--- src/rtl/dram_sim_pkg.sv ---
// dram_sim_pkg: scheduler enums plus a compact AXI4 request/response struct pair
// used as the default channel types of the DRAM front-end scheduler.
package dram_sim_pkg;
  typedef enum logic {RD_PRIO, WR_DRAIN} sched_state_e;
  typedef enum logic [1:0] {GNT_NONE, GNT_AR, GNT_AW} grant_e;
  typedef struct packed { logic [3:0] id; logic [31:0] addr; logic [7:0] len; } axi_ar_t;
  typedef struct packed { logic [3:0] id; logic [31:0] addr; logic [7:0] len; logic [5:0] atop; } axi_aw_t;
  typedef struct packed { logic [31:0] data; logic [3:0] strb; logic last; } axi_w_t;
  typedef struct packed { logic [3:0] id; logic [1:0] resp; } axi_b_t;
  typedef struct packed { logic [3:0] id; logic [31:0] data; logic [1:0] resp; logic last; } axi_r_t;
  typedef struct packed {
    axi_aw_t aw;
    logic    aw_valid;
    axi_w_t  w;
    logic    w_valid;
    logic    b_ready;
    axi_ar_t ar;
    logic    ar_valid;
    logic    r_ready;
  } dram_req_t;
  typedef struct packed {
    logic   aw_ready;
    logic   ar_ready;
    logic   w_ready;
    axi_b_t b;
    logic   b_valid;
    axi_r_t r;
    logic   r_valid;
  } dram_resp_t;
endpackage

--- src/rtl/dram_sched_cnt.sv ---
// dram_sched_cnt: up/down outstanding-transaction counter, saturating at 0 and Max.
module dram_sched_cnt #(
  parameter int unsigned Max = 16,
  localparam int unsigned W = $clog2(Max + 1)
) (
  input  logic         clk_i,
  input  logic         rst_ni,
  input  logic         inc_i,
  input  logic         dec_i,
  output logic [W-1:0] cnt_o,
  output logic         full_o
);
  logic [W-1:0] cnt_q, cnt_d;
  assign full_o = cnt_q == W'(Max);
  assign cnt_o  = cnt_q;
  assign cnt_d  = inc_i && !dec_i && !full_o ? cnt_q + 1'b1 :
                  dec_i && !inc_i && cnt_q != '0 ? cnt_q - 1'b1 : cnt_q;
  always_ff @(posedge clk_i or negedge rst_ni)
    if (!rst_ni) cnt_q <= '0;
    else cnt_q <= cnt_d;
`ifndef SYNTHESIS
  a_no_overflow: assert property (@(posedge clk_i) disable iff (!rst_ni) cnt_q <= W'(Max));
`endif
endmodule

--- src/rtl/axi_dram_rw_scheduler.sv ---
// axi_dram_rw_scheduler: gates AR/AW issue into the DRAM model (read priority, write
// drain, outstanding limits, one new address per cycle); W, R and B pass straight through.
module axi_dram_rw_scheduler import dram_sim_pkg::*; #(
  parameter int unsigned MaxReads   = 16,
  parameter int unsigned MaxWrites  = 16,
  parameter int unsigned WrHighMark = 8,
  parameter int unsigned WrLowMark  = 2,
  parameter type axi_req_t  = dram_req_t,
  parameter type axi_resp_t = dram_resp_t,
  localparam int unsigned RdW = $clog2(MaxReads + 1),
  localparam int unsigned WrW = $clog2(MaxWrites + 1)
) (
  input  logic           clk_i,
  input  logic           rst_ni,
  input  axi_req_t       slv_req_i,
  output axi_resp_t      slv_resp_o,
  output axi_req_t       mst_req_o,
  input  axi_resp_t      mst_resp_i,
  output logic [RdW-1:0] rd_inflight_o,
  output logic [WrW-1:0] wr_inflight_o,
  output logic           drain_o
);
  localparam int unsigned WrPW = WrW + 1;
  sched_state_e state_q, state_d;
  grant_e gnt, gnt_q, gnt_d;
  logic rr_rd_q, rr_rd_d, force_aw;
  logic [1:0] streak_q, streak_d;
  logic rd_full, wr_full, ar_elig, aw_elig, aw_rd, ar_hs, aw_hs, r_last_hs, b_hs;
  logic [WrPW-1:0] wr_pend;

  assign aw_rd   = slv_req_i.aw.atop[5];
  assign ar_elig = slv_req_i.ar_valid & ~rd_full;
  assign aw_elig = slv_req_i.aw_valid & ~wr_full & ~(aw_rd & rd_full);
  // after four back-to-back AR grants a competing AW wins once
  assign force_aw = rr_rd_q & (&streak_q);
  assign gnt = gnt_q != GNT_NONE ? gnt_q :
               state_q == WR_DRAIN ? (aw_elig ? GNT_AW : ar_elig ? GNT_AR : GNT_NONE) :
               ar_elig & ~(aw_elig & force_aw) ? GNT_AR : aw_elig ? GNT_AW : GNT_NONE;

  always_comb begin
    mst_req_o           = slv_req_i;
    mst_req_o.ar_valid  = slv_req_i.ar_valid & (gnt == GNT_AR);
    mst_req_o.aw_valid  = slv_req_i.aw_valid & (gnt == GNT_AW);
    slv_resp_o          = mst_resp_i;
    slv_resp_o.ar_ready = mst_resp_i.ar_ready & (gnt == GNT_AR);
    slv_resp_o.aw_ready = mst_resp_i.aw_ready & (gnt == GNT_AW);
  end

  assign ar_hs     = mst_req_o.ar_valid & mst_resp_i.ar_ready;
  assign aw_hs     = mst_req_o.aw_valid & mst_resp_i.aw_ready;
  assign r_last_hs = mst_resp_i.r_valid & slv_req_i.r_ready & mst_resp_i.r.last;
  assign b_hs      = mst_resp_i.b_valid & slv_req_i.b_ready;
  assign wr_pend   = {1'b0, wr_inflight_o} + {{WrW{1'b0}}, slv_req_i.aw_valid};

  // a presented but unaccepted address keeps its grant until the handshake
  assign gnt_d = mst_req_o.ar_valid & ~mst_resp_i.ar_ready ? GNT_AR :
                 mst_req_o.aw_valid & ~mst_resp_i.aw_ready ? GNT_AW : GNT_NONE;
  assign rr_rd_d  = aw_hs ? 1'b0 : ar_hs | rr_rd_q;
  assign streak_d = aw_hs ? 2'd0 : !ar_hs ? streak_q : !rr_rd_q ? 2'd0 :
                    streak_q + {1'b0, ~&streak_q};
  assign state_d = state_q == RD_PRIO ?
                   (wr_pend >= WrPW'(WrHighMark) ? WR_DRAIN : RD_PRIO) :
                   (wr_inflight_o <= WrW'(WrLowMark) && !slv_req_i.aw_valid ? RD_PRIO : WR_DRAIN);
  assign drain_o = state_q == WR_DRAIN;

  always_ff @(posedge clk_i or negedge rst_ni)
    if (!rst_ni) begin
      state_q  <= RD_PRIO;
      gnt_q    <= GNT_NONE;
      rr_rd_q  <= 1'b0;
      streak_q <= 2'd0;
    end else begin
      state_q  <= state_d;
      gnt_q    <= gnt_d;
      rr_rd_q  <= rr_rd_d;
      streak_q <= streak_d;
    end

  // atomics with a read response also occupy a read slot
  dram_sched_cnt #(.Max(MaxReads)) i_rd_cnt (
    .clk_i, .rst_ni, .inc_i(ar_hs | (aw_hs & aw_rd)), .dec_i(r_last_hs),
    .cnt_o(rd_inflight_o), .full_o(rd_full)
  );
  dram_sched_cnt #(.Max(MaxWrites)) i_wr_cnt (
    .clk_i, .rst_ni, .inc_i(aw_hs), .dec_i(b_hs),
    .cnt_o(wr_inflight_o), .full_o(wr_full)
  );

`ifndef SYNTHESIS
  a_one_addr: assert property (@(posedge clk_i) disable iff (!rst_ni)
    !(mst_req_o.ar_valid && mst_req_o.aw_valid));
  a_ar_hold: assert property (@(posedge clk_i) disable iff (!rst_ni)
    mst_req_o.ar_valid && !mst_resp_i.ar_ready |=> mst_req_o.ar_valid);
  a_aw_hold: assert property (@(posedge clk_i) disable iff (!rst_ni)
    mst_req_o.aw_valid && !mst_resp_i.aw_ready |=> mst_req_o.aw_valid);
`endif
endmodule
--- config.mk ---
export PLATFORM = sky130hd
export DESIGN_NAME = axi_dram_rw_scheduler
export DESIGN_NICKNAME = d
export VERILOG_FILES = /design/src/rtl/dram_sim_pkg.sv /design/src/rtl/dram_sched_cnt.sv /design/src/rtl/axi_dram_rw_scheduler.sv
export SDC_FILE = /design/constraint.sdc
export NUM_CORES = 1
export LEC_CHECK = 0
export CAP_MARGIN = 20
export CORE_AREA = 2 2 152 154
export CTS_CLUSTER_SIZE = 24
export DETAILED_ROUTE_END_ITERATION = 8
export DIE_AREA = 0 0 154 156
export PLACE_DENSITY = 0.46
export SETUP_SLACK_MARGIN = 0.5
export SYNTH_ARGS = -nofsm -noshare
export SYNTH_HDL_FRONTEND = slang
export SYNTH_SLANG_ARGS = --single-unit
--- constraint.sdc ---
create_clock -name clk_i -period 6.6 [get_ports clk_i]
set_input_delay 0.99 -clock clk_i [delete_from_list [all_inputs] [get_ports clk_i]]
set_output_delay 0.99 -clock clk_i [all_outputs]
set_load 0.01 [all_outputs]
# [Yosys cells after proc, flatten, opt, wreduce, memory -nomap -nowiden]
# Index checks and enable logic that the tools add are counted.
[word_totals] input_bits=188 mem_bits_rw=0 latch_bits=0 reg_bits=16 memories=0 rom_bits=0
[op_classes] n_addsub=6 eq_ne=4 mux=19 shifts=0 n_lt_le_gt_ge=2 n_reduce_logical=24 div=0 multipliers=0 bitwise=27
[ops] cell="2-bit two-way mux" count=10
[ops] cell="5-bit two-way mux" count=4
[ops] cell="1-bit bitwise AND" count=19
[ops] cell="5-bit by 1-bit adder with 5-bit output (second input constant)" count=2
[ops] cell="5-bit == test (second input constant)" count=2
[ops] cell="5-bit nonzero test" count=2
[ops] cell="5-bit by 1-bit subtractor with 5-bit output (second input constant)" count=2
[ops] cell="1-bit logical AND" count=9
[ops] cell="1-bit zero test" count=8
[ops] cell="2-bit nonzero test" count=4
[ops] cell="5-bit by 1-bit adder with 6-bit output" count=1
[ops] cell="6-bit by 4-bit greater-or-equal comparator with 1-bit output (second input constant)" count=1
[ops] cell="1-bit NOT" count=6
[ops] cell="5-bit by 2-bit <= comparator with 1-bit output (second input constant)" count=1
[ops] cell="1-bit two-way mux" count=5
[ops] cell="2-bit by 1-bit adder with 2-bit output" count=1
[ops] cell="2-bit by 1-bit == test with 1-bit output (second input constant)" count=1
[ops] cell="2-bit == test (second input constant)" count=1
[ops] cell="1-bit bitwise OR" count=2
[ops] cell="2-bit AND reduction" count=1

# [Longest topological paths before layout]
[logic_depth] word_depth=20 depth_mapped=12

# [Cells and area by module]
# Synthesis repeated with hierarchy kept, for this count alone.
[hier_totals] cells_unflattened=326 area_unflattened_um2=2726.4
[modules_own_cells] module="axi_dram_rw_scheduler" area_per_inst_um2=1863.0 seq_area_each_um2=150.1 cells_each=234 instances=1
[modules_own_cells] module="dram_sched_cnt" area_per_inst_um2=431.7 seq_area_each_um2=125.1 cells_each=46 instances=2

# [Least setup slack after synthesis]
# OpenSTA, ideal clock, no wires.
[synth_path] kind="input port to flip-flop" startpoint="input port slv_req_i[91] (netlist bit)" endpoint="register i_rd_cnt.cnt_q[4], in the netlist i_rd_cnt.cnt_o[4]" setup_time_ps=138 n_path_buf=0 path_stages=9 path_slack_ps=3059 arrival_ps=3403 required_ps=6462 path_cell_list="a32oi_1 -> a21oi_2 -> o31ai_2 -> o211ai_1 -> fa_1 -> a21o_1 -> a21oi_1 -> nand2_1 -> mux4_2"
[synth_between] elab_chain_cells=18 word_cells_on_any_way=26 classes_between="eq/ne (2); mux (6); bitwise (12); reduce/logical (6)"
[synth_rtl] item="start: declaration" line="axi_dram_rw_scheduler.sv:15" source="input axi_req_t slv_req_i,"
[synth_rtl] item="1-bit bitwise AND" line="axi_dram_rw_scheduler.sv:33" source="assign aw_elig = slv_req_i.aw_valid & ~wr_full & ~(aw_rd & rd_full);"
[synth_rtl] item="1-bit NOT" line="axi_dram_rw_scheduler.sv:33"
[synth_rtl] item="1-bit bitwise AND" line="axi_dram_rw_scheduler.sv:33"
[synth_rtl] item="1-bit bitwise AND" line="axi_dram_rw_scheduler.sv:38" source="ar_elig & ~(aw_elig & force_aw) ? GNT_AR : aw_elig ? GNT_AW : GNT_NONE;"
[synth_rtl] item="1-bit NOT" line="axi_dram_rw_scheduler.sv:38"
[synth_rtl] item="1-bit bitwise AND" line="axi_dram_rw_scheduler.sv:38"
[synth_rtl] item="2-bit two-way mux" line="axi_dram_rw_scheduler.sv:38"
[synth_rtl] item="2-bit two-way mux" line="axi_dram_rw_scheduler.sv:37" source="state_q == WR_DRAIN ? (aw_elig ? GNT_AW : ar_elig ? GNT_AR : GNT_NONE) :"
[synth_rtl] item="2-bit two-way mux" line="axi_dram_rw_scheduler.sv:36" source="assign gnt = gnt_q != GNT_NONE ? gnt_q :"
[synth_rtl] item="2-bit == test" line="axi_dram_rw_scheduler.sv:43" source="mst_req_o.aw_valid = slv_req_i.aw_valid & (gnt == GNT_AW);"
[synth_rtl] item="1-bit bitwise AND" line="axi_dram_rw_scheduler.sv:43"
[synth_rtl] item="1-bit bitwise AND" line="axi_dram_rw_scheduler.sv:50" source="assign aw_hs = mst_req_o.aw_valid & mst_resp_i.aw_ready;"
[synth_rtl] item="1-bit bitwise AND" line="axi_dram_rw_scheduler.sv:81" source=".clk_i, .rst_ni, .inc_i(ar_hs | (aw_hs & aw_rd)), .dec_i(r_last_hs),"
[synth_rtl] item="1-bit bitwise OR (*)" line="axi_dram_rw_scheduler.sv:81"
[synth_rtl] item="1-bit zero test" line="dram_sched_cnt.sv:17" source="dec_i && !inc_i && cnt_q != '0 ? cnt_q - 1'b1 : cnt_q;"
[synth_rtl] item="1-bit logical AND (2 in series)" line="dram_sched_cnt.sv:17"
[synth_rtl] item="2-bit nonzero test (no source line)"
[synth_rtl] item="end signal: assignment" line="dram_sched_cnt.sv:20" source="else cnt_q <= cnt_d;"
[synth_rtl] item="end: declaration" line="dram_sched_cnt.sv:13" source="logic [W-1:0] cnt_q, cnt_d;"
# Every way passes the cells marked *; elsewhere a longest branch is shown, timed or not.
# A chain may end at the register's enable or synchronous reset.

# [Final worst setup path]
# Same ends and word-level chain as after synthesis.

==> results.json <==
{
  "cts_hold_buf": 0,
  "cts_sinks": 16,
  "hp-class": "flop to flop",
  "r2r_start": "i_rd_cnt.cnt_o[0]$_DFFE_PN0P_",
  "worst_slack_ns": 2.39,
  "grt_pass1_vias": 1490,
  "ys_top_cells_by_area": "buf_4 52%, dfrtp_1 15%, ha_1 3.8%",
  "cts-htree-levels": 1,
  "pin_count": 385,
  "area_delta_synth_final_pct": -22.8,
  "synth_cells": 310,
  "port_buffers": 32,
  "crit_required_ns": 6.72,
  "final_max_slew_viol_count": 0,
  "track_usage_pct": 5.21,
  "drt_iter0_drc": 29,
  "min_to": "gnt_q[1]$_DFF_PN0_",
  "fill_cells": 2552,
  "syn_nets": 508,
  "clk-insertion-delay-late_ns": 0.25,
  "yosysSeqAreaShare_pct": 15.1,
  "clk_path_buf_depth": 2,
  "cts.repair.resized": 0,
  "dieArea_sq_mm": 0.0240,
  "syn_area_per_cell_sq_um": 8.54,
  "synthDominantCellAreaShare_pct": 51.6,
  "slowest_delay_ns": 0.56,
  "initial_core_util_pct": 11.8,
  "p_per_area_mw_per_mm2": 391,
  "p_leak_nw": 0.702,
  "vias_per_cell": 3.15,
  "fmax_mhz": 238,
  "maxSlewHeadroom_pct": 48.1,
  "cts_tree": "yes",
  "grt_pass1_wl_mm": 9.21,
  "num_vias": 1410,
  "yosys.area.top_type": "buf_4",
  "yosys_register_bits": 16,
  "ys_warn_count": 0,
  "startpoint_type": "input port",
  "rsz0062_at_grt": "false",
  "wl_per_cell_um": 14.7,
  "r2r_cells": 11,
  "crit_chain": "clkdlybuf4s50_1 > a32oi_1 > a31oi_2 > nand3_2 > o31ai_2 > o211ai_1 > fa_1 > a21o_1 > a21oi_1 > nand2_1 > mux4_2",
  "holdWs_ns": 0.554,
  "peakVddDrop_mv": 0.123,
  "setup_viol": 0,
  "post_cts_buffers": 0,
  "status": "complete, no violations",
  "netlist_area_sq_mm": 0.00265,
  "arrival_ns": 4.32,
  "grt_max_degree": 17,
  "grt_overflow_total": 0,
  "cts_made_buffers": 3,
  "coreArea_sq_mm": 0.0224,
  "drive_gt1_share_pct": 10.4,
  "std_cell_rows": 55,
  "antenna_found_initial": 0,
  "finalCritPeriodShare_pct": 63.7,
  "worstSetupPathType": "input port to flop",
  "final_antenna_net_count": 0,
  "nets": 362,
  "worstReg2RegEnd": "i_rd_cnt.cnt_o[4]$_DFFE_PN0P_",
  "clk_pin_slew_worst_paths_ns": 0.05,
  "drc": 0,
  "tns_ns": 0,
  "hold_viol": 0,
  "die_x_um": 154,
  "timing.reg2reg.setup_slack_ns": 2.62,
  "cts-root-buf": "clkbuf_16",
  "whs_path_depth": 1,
  "fin_skew_ns": 0.00476,
  "path_buf_inv": 1,
  "hp-start": "gnt_q[0]$_DFF_PN0_",
  "ys_async_sr_fraction_pct": 100,
  "synth_edf_count": 0,
  "hpwlAfterDp_mm": 5.39,
  "die_y_um": 156,
  "cap_viol_max_count": 0,
  "wirelength_mm": 6.57,
  "yosysUniqueCellTypes": 47,
  "min_period_ns": 4.21,
  "crit_family": "compound AO/OA/AOI/OAI gates",
  "worst_path_max_delay_cell": "clkdlybuf4s50_1",
  "place.gp.congestion": 0.721,
  "end_kind": "flop",
  "synth_ff_type": "dfrtp_1",
  "first_pass_iters": 3,
  "path_max_fanout": 6,
  "tightestPinTransition_ns": 0.776,
  "dp_slack_ns": 2.16,
  "antenna_cells": 0
}
-- logic make-up after synthesis --
| logic type | share of synthesized area, % |
|---|---|
| AOI/OAI and AO/OA | 11.4 |
| muxes | 3.12 |
| and+or+nand+nor | 9.69 |
| adders and majority gates | 5.30 |
| xor gates and xnor gates | 2.98 |
| DFF | 15.1 |
| buffers and inverters | 52.3 |
-- registers in the layout (all words and copies together), names as in the netlist --
signal / flops
gnt_q: 2
rr_rd_q: 1
streak_q: 2
i_wr_cnt.cnt_o: 5
i_rd_cnt.cnt_o: 5
drain_o: 1
-- cell usage in the layout, fill, tap and decap left out, types with 4 or more instances in the layout --
master	netlist	layout
xnor2_1	6	6
clkdlybuf4s50_1	0	32
nor2_1	8	8
mux2i_1	6	6
dfrtp_1	16	16
nand3_1	4	4
ha_1	8	8
a21oi_1	14	14
nand2_1	8	8
-- routing by layer --
layer	global-route usage, %	wire length, um	vias up
met4	5.70	692	0
met3	4.19	1140	90
met2	7.32	2670	135
met5	0	0	-
met1	4.41	2070	627
li1	-	-	558
-- worst max path at each step --
stage          slack (ns)  depth (start not counted)          start                       endpoint
6_report             2.39                         11  slv_req_i[91]  i_rd_cnt.cnt_o[4]$_DFFE_PN0P_
5_1_grt              2.26                         11  slv_req_i[91]  i_rd_cnt.cnt_o[4]$_DFFE_PN0P_
4_1_cts              2.42                         11  slv_req_i[91]  i_rd_cnt.cnt_o[4]$_DFFE_PN0P_
3_5_place_dp         2.16                         11  slv_req_i[91]  i_rd_cnt.cnt_o[4]$_DFFE_PN0P_
3_3_place_gp         2.34                         11  slv_req_i[91]  i_rd_cnt.cnt_o[4]$_DFFE_PN0P_
2_1_floorplan        3.06                          9  slv_req_i[91]  i_rd_cnt.cnt_o[4]$_DFFE_PN0P_
-- stage by stage --
step	util [%]	area, sq um	instances	power, W
after floorplan	-	2650	310	0.000605
after global placement	8.73	1950	444	0.000668
after detailed placement	8.73	1950	444	0.000681
after CTS	9.13	2040	448	0.000816
after global routing	9.13	2040	448	0.000870
final	9.13	2040	448	0.000798
-- worst register-to-register path, stage by stage, from the launching register on --
cell      delay [ns]
dfrtp_1         0.49
nor4_4          0.53
a32oi_1         0.25
a31oi_2         0.39
nand3_2         0.23
o31ai_2         0.19
o211ai_1        0.30
fa_1            0.48
a21o_1          0.20
a21oi_1         0.21
nand2_1         0.11
mux4_2          0.46
-- synth_stat cells, drive strengths merged (2+ instances only) --
cell type and count:
or4 2, nor3b 3, a31oi 4, a211oi 2, nor4 4, o211ai 2
dfrtp 16, nand3 5, nor3 3, a221oi 2, nor2 9, a21oi 15
a21o 4, xor2 3, nand2 8, buf 182, and3 2, nor2b 3
mux2i 6, o21ai 3, ha 8, fa 2, xnor2 6, inv 4
-- cell type report --
class,instances,area [sq um],area share (%)
flip-flops and latches,16,400,19.6
multi-input cells,107,861,42.2
well taps,285,357,17.5
inverters,4,15.0,0.735
clock buffers,4,88.8,4.35
repair buffers,32,320,15.7
-- power by group --
| part | total, W | leakage, nW | internal [W] | switching [W] |
|---|---|---|---|---|
| combinational | 0.000433 | 0.462 | 0.000224 | 0.000208 |
| clock | 0.000130 | 0.0442 | 0.0000920 | 0.0000384 |
| sequential | 0.000235 | 0.196 | 0.000138 | 0.0000971 |
| total | 0.000798 | 0.702 | 0.000454 | 0.000344 |
Power figures use the tool's default switching activity.
